**src/rtl/atax_run_sequencer.sv**
```systemverilog
// Run controller for the atax kernel: issues NUM_RUNS kernel runs, buffers y_out
// words in a small FIFO and streams them LSB-nibble-first onto the serial pins.
module atax_run_sequencer #(
  parameter int DATA_W     = 32,
  parameter int NIB_W      = 4,
  parameter int N_OUT      = 16,
  parameter int NUM_RUNS   = 4,
  parameter int FIFO_DEPTH = 8
) (
  input  logic              ap_clk,
  input  logic              ap_rst_n,
  output logic              kern_start,
  input  logic              kern_ready,
  input  logic              kern_done,
  input  logic              y_out_write,
  input  logic [DATA_W-1:0] y_out_din,
  output logic              y_out_full_n,
  output logic [NIB_W-1:0]  data_out,
  output logic              data_valid,
  output logic              probe_out
);

  localparam int NIBS  = DATA_W / NIB_W;
  localparam int PTR_W = (FIFO_DEPTH > 1) ? $clog2(FIFO_DEPTH) : 1;
  localparam int OCC_W = $clog2(FIFO_DEPTH + 1);
  localparam int WC_W  = $clog2(N_OUT + 1);
  localparam int RC_W  = $clog2(NUM_RUNS + 1);
  localparam int NC_W  = (NIBS > 1) ? $clog2(NIBS) : 1;

  localparam logic [OCC_W-1:0] OCC_FULL = OCC_W'(FIFO_DEPTH);
  localparam logic [WC_W-1:0]  WC_EXP   = WC_W'(N_OUT);
  localparam logic [WC_W-1:0]  WC_MAX   = {WC_W{1'b1}};
  localparam logic [RC_W-1:0]  RC_LAST  = RC_W'(NUM_RUNS - 1);
  localparam logic [NC_W-1:0]  NIB_LAST = NC_W'(NIBS - 1);

  typedef enum logic [2:0] {
    S_IDLE   = 3'd0,
    S_START  = 3'd1,
    S_WAIT   = 3'd2,
    S_DRAIN  = 3'd3,
    S_FINISH = 3'd4
  } state_e;

  state_e             state_q;
  logic               kern_start_q;
  logic               full_n_q;
  logic               probe_q;
  logic               err_q;
  logic [WC_W-1:0]    word_cnt_q;
  logic [RC_W-1:0]    run_cnt_q;

  logic [DATA_W-1:0]  mem_q [FIFO_DEPTH];
  logic [PTR_W-1:0]   wr_ptr_q;
  logic [PTR_W-1:0]   rd_ptr_q;
  logic [OCC_W-1:0]   occ_q;
  logic [OCC_W-1:0]   occ_d;

  logic [DATA_W-1:0]  sh_q;
  logic [NC_W-1:0]    nib_cnt_q;
  logic               busy_q;
  logic [NIB_W-1:0]   data_out_q;
  logic               data_valid_q;

  logic wr_allowed, push, drop, pop, ser_last, ser_idle;
  logic drain_exit, last_run, done_err, cnt_err, err_set;

  // Handshake qualification, FIFO occupancy update and error sources
  always_comb begin
    wr_allowed = (state_q != S_IDLE) && (state_q != S_FINISH);
    push       = y_out_write && full_n_q && wr_allowed;
    drop       = y_out_write && !push;
    ser_last   = busy_q && (nib_cnt_q == NIB_LAST);
    pop        = (!busy_q || ser_last) && (occ_q != {OCC_W{1'b0}});
    ser_idle   = !busy_q && !data_valid_q && (occ_q == {OCC_W{1'b0}});
    drain_exit = (state_q == S_DRAIN) && ser_idle;
    last_run   = (run_cnt_q == RC_LAST);
    done_err   = kern_done && (state_q != S_WAIT);
    cnt_err    = drain_exit && (word_cnt_q != WC_EXP);
    err_set    = drop || done_err || cnt_err;
    if (push && !pop) begin
      occ_d = occ_q + OCC_W'(1);
    end else if (pop && !push) begin
      occ_d = occ_q - OCC_W'(1);
    end else begin
      occ_d = occ_q;
    end
  end

  // FIFO storage; emptiness is governed by the pointers, so no reset needed
  always_ff @(posedge ap_clk) begin
    if (push) begin
      mem_q[wr_ptr_q] <= y_out_din;
    end
  end

  // FIFO pointers, occupancy and the registered not-full flag
  always_ff @(posedge ap_clk or negedge ap_rst_n) begin
    if (!ap_rst_n) begin
      wr_ptr_q <= {PTR_W{1'b0}};
      rd_ptr_q <= {PTR_W{1'b0}};
      occ_q    <= {OCC_W{1'b0}};
      full_n_q <= 1'b0;
    end else begin
      if (push) wr_ptr_q <= wr_ptr_q + PTR_W'(1);
      if (pop)  rd_ptr_q <= rd_ptr_q + PTR_W'(1);
      occ_q    <= occ_d;
      full_n_q <= (occ_d != OCC_FULL);
    end
  end

  // Nibble serializer: reloads on its last nibble so back-to-back words stay gapless
  always_ff @(posedge ap_clk or negedge ap_rst_n) begin
    if (!ap_rst_n) begin
      sh_q         <= {DATA_W{1'b0}};
      nib_cnt_q    <= {NC_W{1'b0}};
      busy_q       <= 1'b0;
      data_out_q   <= {NIB_W{1'b0}};
      data_valid_q <= 1'b0;
    end else begin
      data_out_q   <= busy_q ? sh_q[NIB_W-1:0] : {NIB_W{1'b0}};
      data_valid_q <= busy_q;
      if (pop) begin
        sh_q      <= mem_q[rd_ptr_q];
        nib_cnt_q <= {NC_W{1'b0}};
        busy_q    <= 1'b1;
      end else if (busy_q) begin
        sh_q      <= sh_q >> NIB_W;
        nib_cnt_q <= nib_cnt_q + NC_W'(1);
        busy_q    <= !ser_last;
      end else begin
        busy_q    <= 1'b0;
      end
    end
  end

  // Run-control FSM with its counters, sticky error and registered outputs
  always_ff @(posedge ap_clk or negedge ap_rst_n) begin
    if (!ap_rst_n) begin
      state_q      <= S_IDLE;
      kern_start_q <= 1'b0;
      probe_q      <= 1'b0;
      err_q        <= 1'b0;
      word_cnt_q   <= {WC_W{1'b0}};
      run_cnt_q    <= {RC_W{1'b0}};
    end else begin
      err_q   <= err_q || err_set;
      probe_q <= ((state_q == S_FINISH) || (drain_exit && last_run)) && !err_q && !err_set;
      // A word arriving on the DRAIN-exit edge belongs to the next run
      if (drain_exit) begin
        word_cnt_q <= push ? WC_W'(1) : {WC_W{1'b0}};
      end else if (push && (word_cnt_q != WC_MAX)) begin
        word_cnt_q <= word_cnt_q + WC_W'(1);
      end
      case (state_q)
        S_IDLE: begin
          state_q      <= S_START;
          kern_start_q <= 1'b1;
        end
        S_START: begin
          if (kern_ready) begin
            state_q      <= S_WAIT;
            kern_start_q <= 1'b0;
          end else begin
            kern_start_q <= 1'b1;
          end
        end
        S_WAIT: begin
          kern_start_q <= 1'b0;
          if (kern_done) state_q <= S_DRAIN;
        end
        S_DRAIN: begin
          if (ser_idle) begin
            run_cnt_q    <= run_cnt_q + RC_W'(1);
            state_q      <= last_run ? S_FINISH : S_START;
            kern_start_q <= !last_run;
          end
        end
        S_FINISH: begin
          kern_start_q <= 1'b0;
        end
        default: begin
          state_q      <= S_IDLE;
          kern_start_q <= 1'b0;
        end
      endcase
    end
  end

  assign kern_start   = kern_start_q;
  assign y_out_full_n = full_n_q;
  assign data_out     = data_out_q;
  assign data_valid   = data_valid_q;
  assign probe_out    = probe_q;

endmodule

```
**config.mk**
```make
export PLATFORM = sky130hd
export DESIGN_NAME = atax_run_sequencer
export DESIGN_NICKNAME = d
export VERILOG_FILES = /design/src/rtl/atax_run_sequencer.sv
export SDC_FILE = /design/constraint.sdc
export NUM_CORES = 1
export LEC_CHECK = 0
export CORE_UTILIZATION = 30
export DETAILED_ROUTE_END_ITERATION = 10
export HOLD_SLACK_MARGIN = 0.05
export MAX_ROUTING_LAYER = met4
export PLACE_DENSITY = 0.56
export SLEW_MARGIN = 25
export SYNTH_ARGS = -nofsm -noshare
export SYNTH_HDL_FRONTEND = slang
export SYNTH_SLANG_ARGS = --single-unit
```
**constraint.sdc**
```tcl
create_clock -name ap_clk -period 4.2 [get_ports ap_clk]
set_input_delay 0.42 -clock ap_clk [delete_from_list [all_inputs] [get_ports ap_clk]]
set_output_delay 0.42 -clock ap_clk [all_outputs]
set_load 0.05 [all_outputs]
```
* After elaboration in Yosys (flattened, before gate mapping)
Memories as Yosys holds them, arrays and structs flattened.
Cells that the tools add are included.
** Cells by class
- Add/sub/neg operators :: 7
- Eq/ne operators :: 14
- Mux-type cells :: 22
- Bitwise logic cells :: 1
- Reduce and logical (&&, ||, !) cells :: 38
** Operators with widths (number)
- $mux 32 :: 2
- $mux 3 :: 6
- $logic_and 1x1->1 :: 17
- $pmux 3 s5 :: 1
- $add 3x1->3 const B :: 4
- $mux 4 :: 3
- $mux 5 :: 2
- $ne 5x5->1 const B :: 2
- $eq 3x2->1 const B :: 3
- $logic_not 1->1 :: 8
- $mux 1 :: 7
- $eq 3x3->1 const B :: 2
- $ne 2x2->1 const B :: 3
- $add 5x1->5 const B :: 1
- $logic_or 1x1->1 :: 5
- $add 4x1->4 const B :: 1
- $logic_not 4->1 :: 1
- $ne 4x4->1 const B :: 1
- $reduce_and 4->1 :: 1
- $reduce_bool 2->1 :: 2
- $reduce_bool 4->1 :: 1
- $sub 4x1->4 const B :: 1
- $eq 3x1->1 const B :: 1
- $logic_not 3->1 :: 1
- other kinds (6) :: 6
** Word-level totals
- Register bits after elaboration :: 66
- RAM bits :: 256
- Output and inout bits :: 8
- Word-level logic and storage cells :: 98
- Memories kept :: 1
** Memories
- mem_q :: depth 8, bits a word 32, read ports 1, clocked after Yosys merged registers in 0, wr ports 1, line 52 : logic [DATA_W-1:0] mem_q [FIFO_DEPTH];

* Logic depth before layout (Yosys ltp)
- Depth after elaboration :: 9
- Mapped depth :: 10

* Worst setup path after synthesis
No wires, ideal clock.
- Path type :: reg-to-reg
- Start :: register full_n_q, in the netlist y_out_full_n
- End :: memory mem_q[0][0], enable pin
- Setup time :: 501 ps
- Arrival time :: 4183 ps
- Slack :: -484 ps
- Stages on the path, launching flop included :: 4
- Buffers on the path :: 1
- Clock period less this slack :: 4684 ps
- Cells stage by stage :: dfrtp_1 -> o211ai_1 -> clkbuf_1 -> nor4_1
** On the way
- Longest elaborated chain between the ends :: 4
** Ends and longest elaborated chain
- start, declared :: line 46 : logic full_n_q;
- start signal, assigned :: line 107 : full_n_q <= (occ_d != OCC_FULL);
- $logic_and 1x1->1 (2 in series) :: line 70 : push = y_out_write && full_n_q && wr_allowed;
- $mux 1 :: line 91 : if (push) begin
- $mux 1 (not written as such) :: line 92 : mem_q[wr_ptr_q] <= y_out_din;
- end, declared :: line 52
Every way passes these cells.

* Worst setup path after layout
- Start :: register occ_q[1]
- End :: register sh_q[9]
** On the way
- Longest elaborated chain between the ends :: 3
- Elaborated cells on any way between the ends :: 4
- Those cells by class :: 1 x mux; 3 x reduce/logical
** Ends and longest elaborated chain
- start, declared :: line 55 : logic [OCC_W-1:0] occ_q;
- start signal, assigned :: line 101 : occ_q <= {OCC_W{1'b0}};
- $reduce_bool 4->1 (*) :: line 73 : pop = (!busy_q || ser_last) && (occ_q != {OCC_W{1'b0}});
- $logic_and 1x1->1 (*) :: line 73
- $mux 32 / $reduce_bool 2->1 (equally long branches)
- end signal, assigned :: line 114 : sh_q <= {DATA_W{1'b0}};
- end signal, assigned :: line 123 : sh_q <= mem_q[rd_ptr_q];
- end signal, assigned :: line 127 : sh_q <= sh_q >> NIB_W;
- end, declared :: line 58 : logic [DATA_W-1:0] sh_q;
Mark *: on every way between the ends. The rest lies on a longest branch, timed or not.
A chain may end at the register's enable or synchronous reset.

==> impl_results.md <==
- Switch share: 28.84%
- Crit path DAT: between 2 and 3 ns
- CP max-delay cell: or3b_1
- Hold Path Class: reg -> reg
- DRT Pass-1 Iters: 6
- Combinational power share: 24.2%
- Initial antenna violation count: 2
- Dpl hpwl: 14650 µm
- Buf/Inv on CP: 2
- CTS tree: done
- WL per Instance: roughly 19 µm
- CTS Sinks: 322
- Post-route ant nets: 0
- Final setup viols: 0
- Share of post-route cells with drive strength above 1: between 10% and 20%
- Sw Pwr: approximately 2800 µW
- Fillers: 3789
- Clock buffer count from CTS: 36
- Pwr dens: 668.7 nW/µm²
- Primary FF master, synth: edfxtp_1
- GPL Wtd Cong: 0.7512
- Cell Area, Placed: 13600 µm²
- Initial DRC count: 326
- Num rows: 74
- Sequential power share: a little under half
- Clock-pin slew on the worst setup and hold paths: 0.06 ns
- Met1 Use GR: 17.00%
- R2R cell count: 8
- Fin. max-slew vios: 0
- Worst setup SP type: flop
- WS Path Type: reg -> reg
- Worst slew pin tran: 0.9314 ns
- Yosys reg bits: ~320
- Die height: 205.2 µm
- Vias in the first global route: 6382
- Gr busiest metal: met2
- Distinct cells, synth: 40
- Critical Path, Cell by Cell: inv_1, ha_1, or3b_1, nand2_1, nand2_1, buf_4, o22ai_1, a21oi_1
- Final Hold Vio Count: 0
- Global route total overflow: 0
- Max Cap Violations: 0
- Mapped Avg Cell Area: 19.35 µm²
- Setup Total Neg Slack: 0 ns
- Async SR Flop Fraction: 20.50%
- Post-route cell area: roughly 15000 µm²
- Seq/Total Area, Yosys: 75.40%
- Die ar.: 42100 µm²
- Die width: 205.2 µm
- Worst setup EP type: flop
- # DRC: 0
- Placed cell count: 1205
- Area of the core: 40740 µm²
- Final core occ: about 36%
- Largest stage delay, worst path: 0.45 ns
- H-tree levels: 2
- GR Util met3: 2.502%
- Via density: 4.659
- Total GRT Usage: roughly 12%
- Boundary Pins: between 40 and 50
- Root buffer cell: clkbuf_16
- Layout Cells excl Fill: 1271
- Starting Density: 30.40%
- Longest Clk Path Bufs: 3
- Synthesized Nets: around 690
- Worst vdd ir: 0.0002665 V
- Post-CTS setup buffers: 0
- Crit path max-delay family: simple AND/OR/NAND/NOR gates
- Via count: between 5000 and 6000
- Crit path top cell by count: nand2_1
- WHS Path Cells: 2
- Register Area: roughly 9300 µm²
- Final #Nets: 760
- Final period utilization: 58.24%
- Cells after synthesis: 640
- Clock Power Share: approximately 29%
- Drt total wl: 24200 µm
- Port Buffers: 44
- First-pass GRT wire length: 38280 µm
- Clk_skew: 0.01589 ns
- Number of synthesized flops with an enable pin: 256
- Status: finished clean
- Slew margin rel.: ~38%
- Synth Cell Area: between 10000 and 15000 µm²
- Internal: 6997 µW
- P&R area growth vs syn: 18.72%
- Worst path depth: 8
- RSZ-0062 raised after global routing: false
- Leak Pwr: around 0.0050 µW
- Post-route minimum period: 2.446 ns
- Largest net degree at the start of global routing: 40
- Multi-input logic area: between 2000 and 3000 µm²
- CP required: 4.56 ns
- Insertion delay to the later sink of the worst-skew pair: 0.50 ns
- Critical path fanouts, max: 21
- GRT met2 Usage: 18.69%
- Syn. warnings: 0
- Max Clk Rate: 408.8 MHz
==> per-layer routing <==
layer / share of wire, % / up-vias
met1: 47 / 3059
met4: 2.2 / 0
met5: 0 / -
met2: 46 / 99
met3: 4.2 / 41
li1: - / 2723
==> worst reg2reg max path: stages, from the launching register on <==
cell	delay, ns
dfrtp_1	0.41
inv_1	0.10
ha_1	0.18
or3b_1	0.45
nand2_1	0.33
nand2_1	0.30
buf_4	0.30
o22ai_1	0.18
a21oi_1	0.06
==> flip-flops by register name, indices dropped and copies added (netlist names) <==
register and count:
nib_cnt_q 3, word_cnt_q 5, run_cnt_q 3, probe_out 1, sh_q 32, mem_q 256
wr_ptr_q 3, busy_q 1, data_valid 1, kern_start 1, y_out_full_n 1, occ_q 4
data_out 4, err_q 1, state_q 3, rd_ptr_q 3
==> metrics by stage <==
step | hold WS [ns] | setup slack [ns] | power (µW)
6_report | 0.4776 | 1.754 | 9833
5_1_grt | 0.5148 | 1.504 | 10360
4_1_cts | 0.4828 | 1.760 | 9997
3_5_place_dp | 0.4701 | 1.657 | 7088
3_3_place_gp | 0.4630 | 1.676 | 7049
2_1_floorplan | 0.1244 | 0.2850 | 6213
==> cell usage after synthesis (5+ instances only) <==
library cell | n | area share, %
edfxtp_1 | 256 | 62
ha_1 | 11 | 1.1
nand2_1 | 29 | 0.88
nor3_1 | 5 | 0.20
mux2i_1 | 32 | 2.6
clkbuf_1 | 21 | 0.64
o22ai_1 | 29 | 1.5
buf_2 | 7 | 0.28
a21oi_1 | 33 | 1.3
xnor2_1 | 7 | 0.50
mux4_2 | 64 | 12
inv_1 | 7 | 0.21
nand2b_1 | 5 | 0.25
nor2_1 | 13 | 0.39
o21ai_0 | 11 | 0.44
dfrtp_1 | 66 | 13
==> power groups by stage <==
stage | combinational [µW] | clock (µW) | sequential (µW)
after detailed placement | 2440 | 0 | 4650
after CTS | 2440 | 2960 | 4590
after global placement | 2420 | 0 | 4630
after floorplan | 1780 | 0 | 4430
after global routing | 2600 | 3090 | 4660
final | 2380 | 2880 | 4570
==> cell families after synthesis <==
kind of cell | Yosys count | synth area share [%]
fa+ha+maj | 12 | 1.192
simple gates | 74 | 2.940
flops | 322 | 75.40
buf+inv | 40 | 1.344
compound gates | 83 | 3.940
xor+xnor | 11 | 0.7778
mux | 98 | 14.41
==> placed cells by master (no fill, tap or decap), types with 3 or more instances in the layout <==
| cell type | synthesis | final |
|---|---|---|
| a21oi_1 | 33 | 33 |
| clkdlybuf4s50_1 | 0 | 43 |
| dfrtp_1 | 66 | 63 |
| clkbuf_1 | 21 | 13 |
| buf_4 | 0 | 20 |
| clkbuf_16 | 0 | 37 |
| inv_1 | 7 | 7 |
| o22ai_1 | 29 | 29 |
| clkinv_2 | 0 | 3 |
| o211ai_1 | 3 | 3 |
| nor2_4 | 0 | 3 |
| and2_1 | 4 | 4 |
| mux4_2 | 64 | 64 |
| ha_1 | 11 | 11 |
| nand2_1 | 29 | 29 |
| nor3_2 | 0 | 4 |
| nor2_1 | 13 | 10 |
| o21ai_0 | 11 | 11 |
| clkbuf_8 | 0 | 3 |
| xor2_1 | 4 | 4 |
| or3_1 | 3 | 3 |
| nand2b_1 | 5 | 5 |
| clkinv_1 | 0 | 5 |
| mux2i_1 | 32 | 32 |
| xnor2_1 | 7 | 7 |
| edfxtp_1 | 256 | 256 |
| nand4_1 | 3 | 3 |
==> final cells by class <==
class | instances | area share (%)
antenna | 2 | 0.03404
tap | 532 | 4.527
multi-input combinational | 278 | 19.98
clock buffer | 53 | 6.909
timing repair buffer | 67 | 4.323
inverter | 7 | 0.1787
clock inverter | 10 | 0.4935
sequential | 322 | 63.56
==> final timing paths <==
kind                         startpoint           end  slack (ns)
max reg2reg                    occ_q[1]       sh_q[9]        1.75
min in group asynchronous      ap_rst_n   data_out[3]        0.50
max in group asynchronous      ap_rst_n   rd_ptr_q[1]        2.72
min reg2reg                run_cnt_q[1]  run_cnt_q[1]        0.48
min                        run_cnt_q[1]  run_cnt_q[1]        0.48
max                            occ_q[1]       sh_q[9]        1.75
==> what timing repair did <==
item                      4_1_cts  5_1_grt
hold buffers                    1        0
gates resized for setup         0        0
hold endpoints to repair       27        0
Note: power is estimated with default switching activity, not from simulation.
==> RTL change 1 (config.mk and constraints unchanged) <==
Encoding of `state_e`: now one-hot (5 bits for 5 states).
--- a/src/rtl/atax_run_sequencer.sv
+++ b/src/rtl/atax_run_sequencer.sv
@@ -34,10 +34,10 @@
   localparam logic [NC_W-1:0]  NIB_LAST = NC_W'(NIBS - 1);
 
-  typedef enum logic [2:0] {
-    S_IDLE   = 3'd0,
-    S_START  = 3'd1,
-    S_WAIT   = 3'd2,
-    S_DRAIN  = 3'd3,
-    S_FINISH = 3'd4
+  typedef enum logic [4:0] {
+    S_IDLE   = 5'b00001,
+    S_START  = 5'b00010,
+    S_WAIT   = 5'b00100,
+    S_DRAIN  = 5'b01000,
+    S_FINISH = 5'b10000
   } state_e;
 
Check against the original RTL: no difference found for any inputs over 10 cycles, from zero or initial values and one cycle with ap_rst_n low; not proved beyond that.
==> RTL change 1 against the unedited design <==
Total power up 3.9%. Area after synthesis up 2.4%. Hold slack worse by 0.23 ns. Critical endpoint is now sh_q[2]. Sequential cell count up 2. Via count up 4.8%. Routed wire length up 4.4%. Cell area up 2.4%. Setup slack worse by 0.28 ns.
==> RTL change 1: results (changes against the unedited design) <==
stage,metric,value,unit,change
cts,cts_resized,0,,unchanged
timing,fin_hold_ws,0.245,ns,-0.232 ns
routing,routedLengthMet1,11700,um,+2.3%
placed_design,hpwlAfterDp,14600,um,-0.54%
critical_path,max_stage_delay,0.80,ns,+0.35 ns
logic_synthesis,synth-xor-area-share,0.00760,,-0.000182
global_route,grt_util_met1,0.168,,-0.00158
cts,hold_buffers,1,,unchanged
pwr,combPwrFrac,0.239,,-0.003
global_route,grt_first_pass_wirelength,39600,um,+3.6%
logic_synthesis,synthFlopType,edfxtp_1,,
logic_synthesis,synthMuxAreaShare,0.141,,-0.00347
layout,fillCellCount,3812,,+0.61%
cts,clk_pin_slew,0.06,ns,about the same
pwr,internal_power,0.00718,W,+2.6%
routing,vias,6205,,+4.8%
logic_synthesis,syn_avg_cell_area,19.0,um2,-1.6%
layout,layout-drive-gt1-share,0.208,,+0.00899
min_path,holdCritPathClass,in -> async,,
routing,wirelength,25300,um,+4.4%
critical_path,cp_max_fo,32,,+52%
critical_path,worst_path_max_delay_cell,nand2_1,,
logic_synthesis,async_reset_ff_frac,0.210,,+0.00491
pwr,p_clk_frac,0.307,,+0.014
placed_design,io_buffers,44,,unchanged
placed_design,gp_congestion,0.753,,+0.27%
timing,relSlewSlack,0.331,,-0.0485
pwr,p_leak,5.07,nW,+2.5%
placed_design,placed_cell_area,0.0139,mm2,+2.0%
global_route,grt_pass1_vias,6437,,+0.86%
global_route,track_usage,0.124,,-0.000568
placed_design,dpl_worst_slack,1.50,ns,-0.157 ns
logic_synthesis,syn_nets,714,,+3.8%
logic_synthesis,synth_area_leaders,"edfxtp_1, dfrtp_1, mux4_2",,
logic_synthesis,synthTopCellsByCount,"edfxtp_1, dfrtp_1, mux4_2",,
global_route,grt_util_met2,0.189,,+0.00200
routing,initialDrtViolationCount,379,,+16%
logic_synthesis,yosysSeqAreaShare,0.740,,-0.0136
placed_design,placed_cells,1225,,+1.7%
cts,cts_made_buffers,35,,-2.8%
routing,top_layer,met4,,
routing,drtPass1Iterations,4,,-2
cts,insertion_delay,0.52,ns,+0.02 ns
routing,routedWlPerCell,19.6,um,+2.8%
timing,fin_skew,0.0132,ns,-0.00267 ns
global_route,antenna_found_initial,1,,-1
routing,route.met2.wl,11800,um,+5.2%
timing,max_freq,0.367,GHz,-10%
logic_synthesis,synth_compound_area_frac,0.0489,,+0.00954
pwr,peakVddDrop,0.323,mV,+21%
logic_synthesis,synthAdderAreaFrac,0.0109,,-0.00107
global_route,gr-usage-met3,0.0242,,-0.000818
logic_synthesis,ys_types,52,,+30%
layout,largestRegisters,"mem_q: 256 flops, sh_q: 32 flops",,
pwr,power.total,0.0102,W,+3.9%
global_route,grt_start_max_net_pins,40,,unchanged
cts,cts_buffer_depth,3,,unchanged
routing,wl_met3,1280,um,+26%
status,status,finished clean,,
layout,fin_nets,779,,+2.5%
[RTL change 1: cell types whose count changed after synthesis, sizes merged, moves of 4 or more]
cell	delta
nand2	-6
nand2b	-4
nor3b	+5
a21oi	+4
clkbuf	-9
nand3	+4
buf	+12
[RTL change 1: area by class of cell]
cell class	instances	area, um2	area share
Sequential cell	324	9400	0.624
Multi-Input combinational cell	298	3150	0.209
Antenna cell	1	2.50	0.000166
Clock inverter	15	189	0.0125
Inverter	8	30.0	0.00199
Timing Repair Buffer	64	633	0.0420
Tap cell	532	666	0.0442
Clock buffer	49	991	0.0658
[RTL change 1: final timing paths]
check | from | to | depth (start not counted)
worst max-delay path | occ_q[0] | sh_q[2] | 6
worst min-delay path | ap_rst_n | data_out[3] | 2
worst max register to register | occ_q[0] | sh_q[2] | 6
worst min register to register | run_cnt_q[0] | run_cnt_q[0] | 1
max in group asynchronous | ap_rst_n | state_q[0] | 3
min in group ap_clk | run_cnt_q[0] | run_cnt_q[0] | 1
==> RTL change 2 (same settings) <==
Made on the original files. Set the parameter `NUM_RUNS` to 8 (it was 4).
--- a/src/rtl/atax_run_sequencer.sv
+++ b/src/rtl/atax_run_sequencer.sv
@@ -5,5 +5,5 @@
   parameter int NIB_W      = 4,
   parameter int N_OUT      = 16,
-  parameter int NUM_RUNS   = 4,
+  parameter int NUM_RUNS   = 8,
   parameter int FIFO_DEPTH = 8
 ) (
Behaviour: same outputs for any inputs over 10 cycles, from zero or initial values and one cycle with ap_rst_n low; that may be too few to reach the edited logic, so the function may still have changed.
==> RTL change 2 against the unedited design <==
Sequential cell count is 1 higher. Routed wire length is 0.45% higher. Global-route usage is 0.18 points lower. Setup slack worse by 0.40 ns. Cell area is 0.47% lower. Total power is 1.5% lower. Die area is 0.36% higher. Area after synthesis is 0.36% higher. Largest cell class unchanged.
==> RTL change 2: results (changes against the unedited design) <==
stage,metric,value,unit,change
status,status,finished clean,,
cts,cts_setup_buffers,0,,unchanged
placed_design,gp_congestion,0.748,,-0.48%
layout,layout-drive-gt1-share,0.192,,-0.00762
critical_path,cp_max_fo,30,,+43%
logic_synthesis,syn_nets,691,,+0.44%
logic_synthesis,synth_edf_count,256,,unchanged
placed_design,dpl_worst_slack,1.39,ns,-0.266 ns
routing,wirelength,24300,um,+0.45%
layout,antenna_cells,0,,-2
critical_path,worst_path_max_delay_cell,or4b_2,,
cts,hold_buffers,0,,-1
routing,vias_per_cell,4.76,,+2.2%
routing,drc,0,,unchanged
timing,fin_skew,0.0211,ns,+0.00520 ns
global_route,grt_start_max_net_pins,68,,+70%
pwr,power.total,0.00969,W,-1.5%
global_route,grt_pass1_vias,6272,,-1.7%
layout,final_cells,1267,,-0.31%
cts,cts_made_buffers,34,,-5.6%
placed_design,placed_cells,1206,,+0.083%
min_path,holdCritPathClass,in -> async,,
logic_synthesis,yosys_warnings,0,,unchanged
global_route,grt_first_pass_wirelength,37900,um,-1.1%
logic_synthesis,synth_area_leaders,"edfxtp_1, dfrtp_1, mux4_2",,
critical_path,path_delay_family,simple AND/OR/NAND/NOR gates,,
cts,cts_resized,0,,unchanged
logic_synthesis,syn_inst,644,,+0.63%
logic_synthesis,ys_types,39,,-2.5%
cts,clk_pin_slew,0.06,ns,about the same
critical_path,max_stage_delay,0.96,ns,+0.51 ns
global_route,antenna_found_initial,0,,-2
global_route,track_usage,0.123,,-0.00177
routing,drtPass1Iterations,4,,-2
placed_design,placed_cell_area,0.0136,mm2,+0.16%
critical_path,arrival,3.27,ns,+0.46 ns
cts,insertion_delay,0.52,ns,+0.02 ns
routing,initialDrtViolationCount,346,,+6.1%
placed_design,hpwlAfterDp,14200,um,-3.1%
logic_synthesis,yosysSeqAreaShare,0.753,,about the same
placed_design,io_buffers,44,,unchanged
timing,relSlewSlack,0.419,,+0.0396
cts,cts_buffer_depth,3,,unchanged
layout,fin_nets,757,,-0.39%
logic_synthesis,async_reset_ff_frac,0.207,,+0.00246
pwr,p_leak,4.93,nW,-0.35%
pwr,p_switching,0.00288,W,+1.4%
logic_synthesis,synthTopCellsByCount,"edfxtp_1, dfrtp_1, mux4_2",,
pwr,peakVddDrop,0.281,mV,+5.5%
layout,largestRegisters,"mem_q: 256 flops, sh_q: 32 flops, word_cnt_q: 5 flops",,
cts,cts_max_level,2,,unchanged
[RTL change 2: path summary, 6_finish.rpt]
kind / depth (start not counted) / start / endpoint / slack, ns
min reg2reg: 2 / sh_q[29] / sh_q[29] / 0.50
max: 7 / occ_q[1] / sh_q[3] / 1.35
max reg2reg: 7 / occ_q[1] / sh_q[3] / 1.35
max in group asynchronous: 1 / ap_rst_n / rd_ptr_q[0] / 3.53
min: 1 / ap_rst_n / data_out[3] / 0.03
min in group ap_clk: 2 / sh_q[29] / sh_q[29] / 0.50
[RTL change 2: power groups by stage]
stage               sequential [W]  clock, W  combinational [W]
CTS                        0.00460   0.00283            0.00243
global route               0.00467   0.00294            0.00258
global placement           0.00464         0            0.00240
floorplan                  0.00445         0            0.00178
finish                     0.00458   0.00274            0.00237
detailed placement         0.00466         0            0.00243
[RTL change 2: logic make-up (layout without fill, tap and decap cells)]
logic type	after synthesis	in the layout	share of synthesized area
buffers and inverters	38	129	0.0131
and+or+nand+nor	79	79	0.0316
adders and majority gates	11	11	0.0109
AOI/OAI and AO/OA	82	82	0.0387
muxes	98	98	0.143
xor gates and xnor gates	13	13	0.00916
DFF	323	323	0.753
[RTL change 2: per-layer routing]
metal  wire length, um  part of all wire  track usage
met1             11200              0.46        0.166
met2             11500              0.47        0.189
met3              1220             0.050       0.0209
met4               448             0.018       0.0362
met5                 0                 0            -
[RTL change 2: final cells by class]
| class | count | area [um2] |
|---|---|---|
| multi-input combinational | 283 | 2960 |
| inverter | 5 | 18.8 |
| fill | 3747 | 26200 |
| clock inverter | 14 | 92.6 |
| clock buffer | 47 | 921 |
| timing repair buffer | 63 | 606 |
| tap | 532 | 666 |
| sequential | 323 | 9370 |
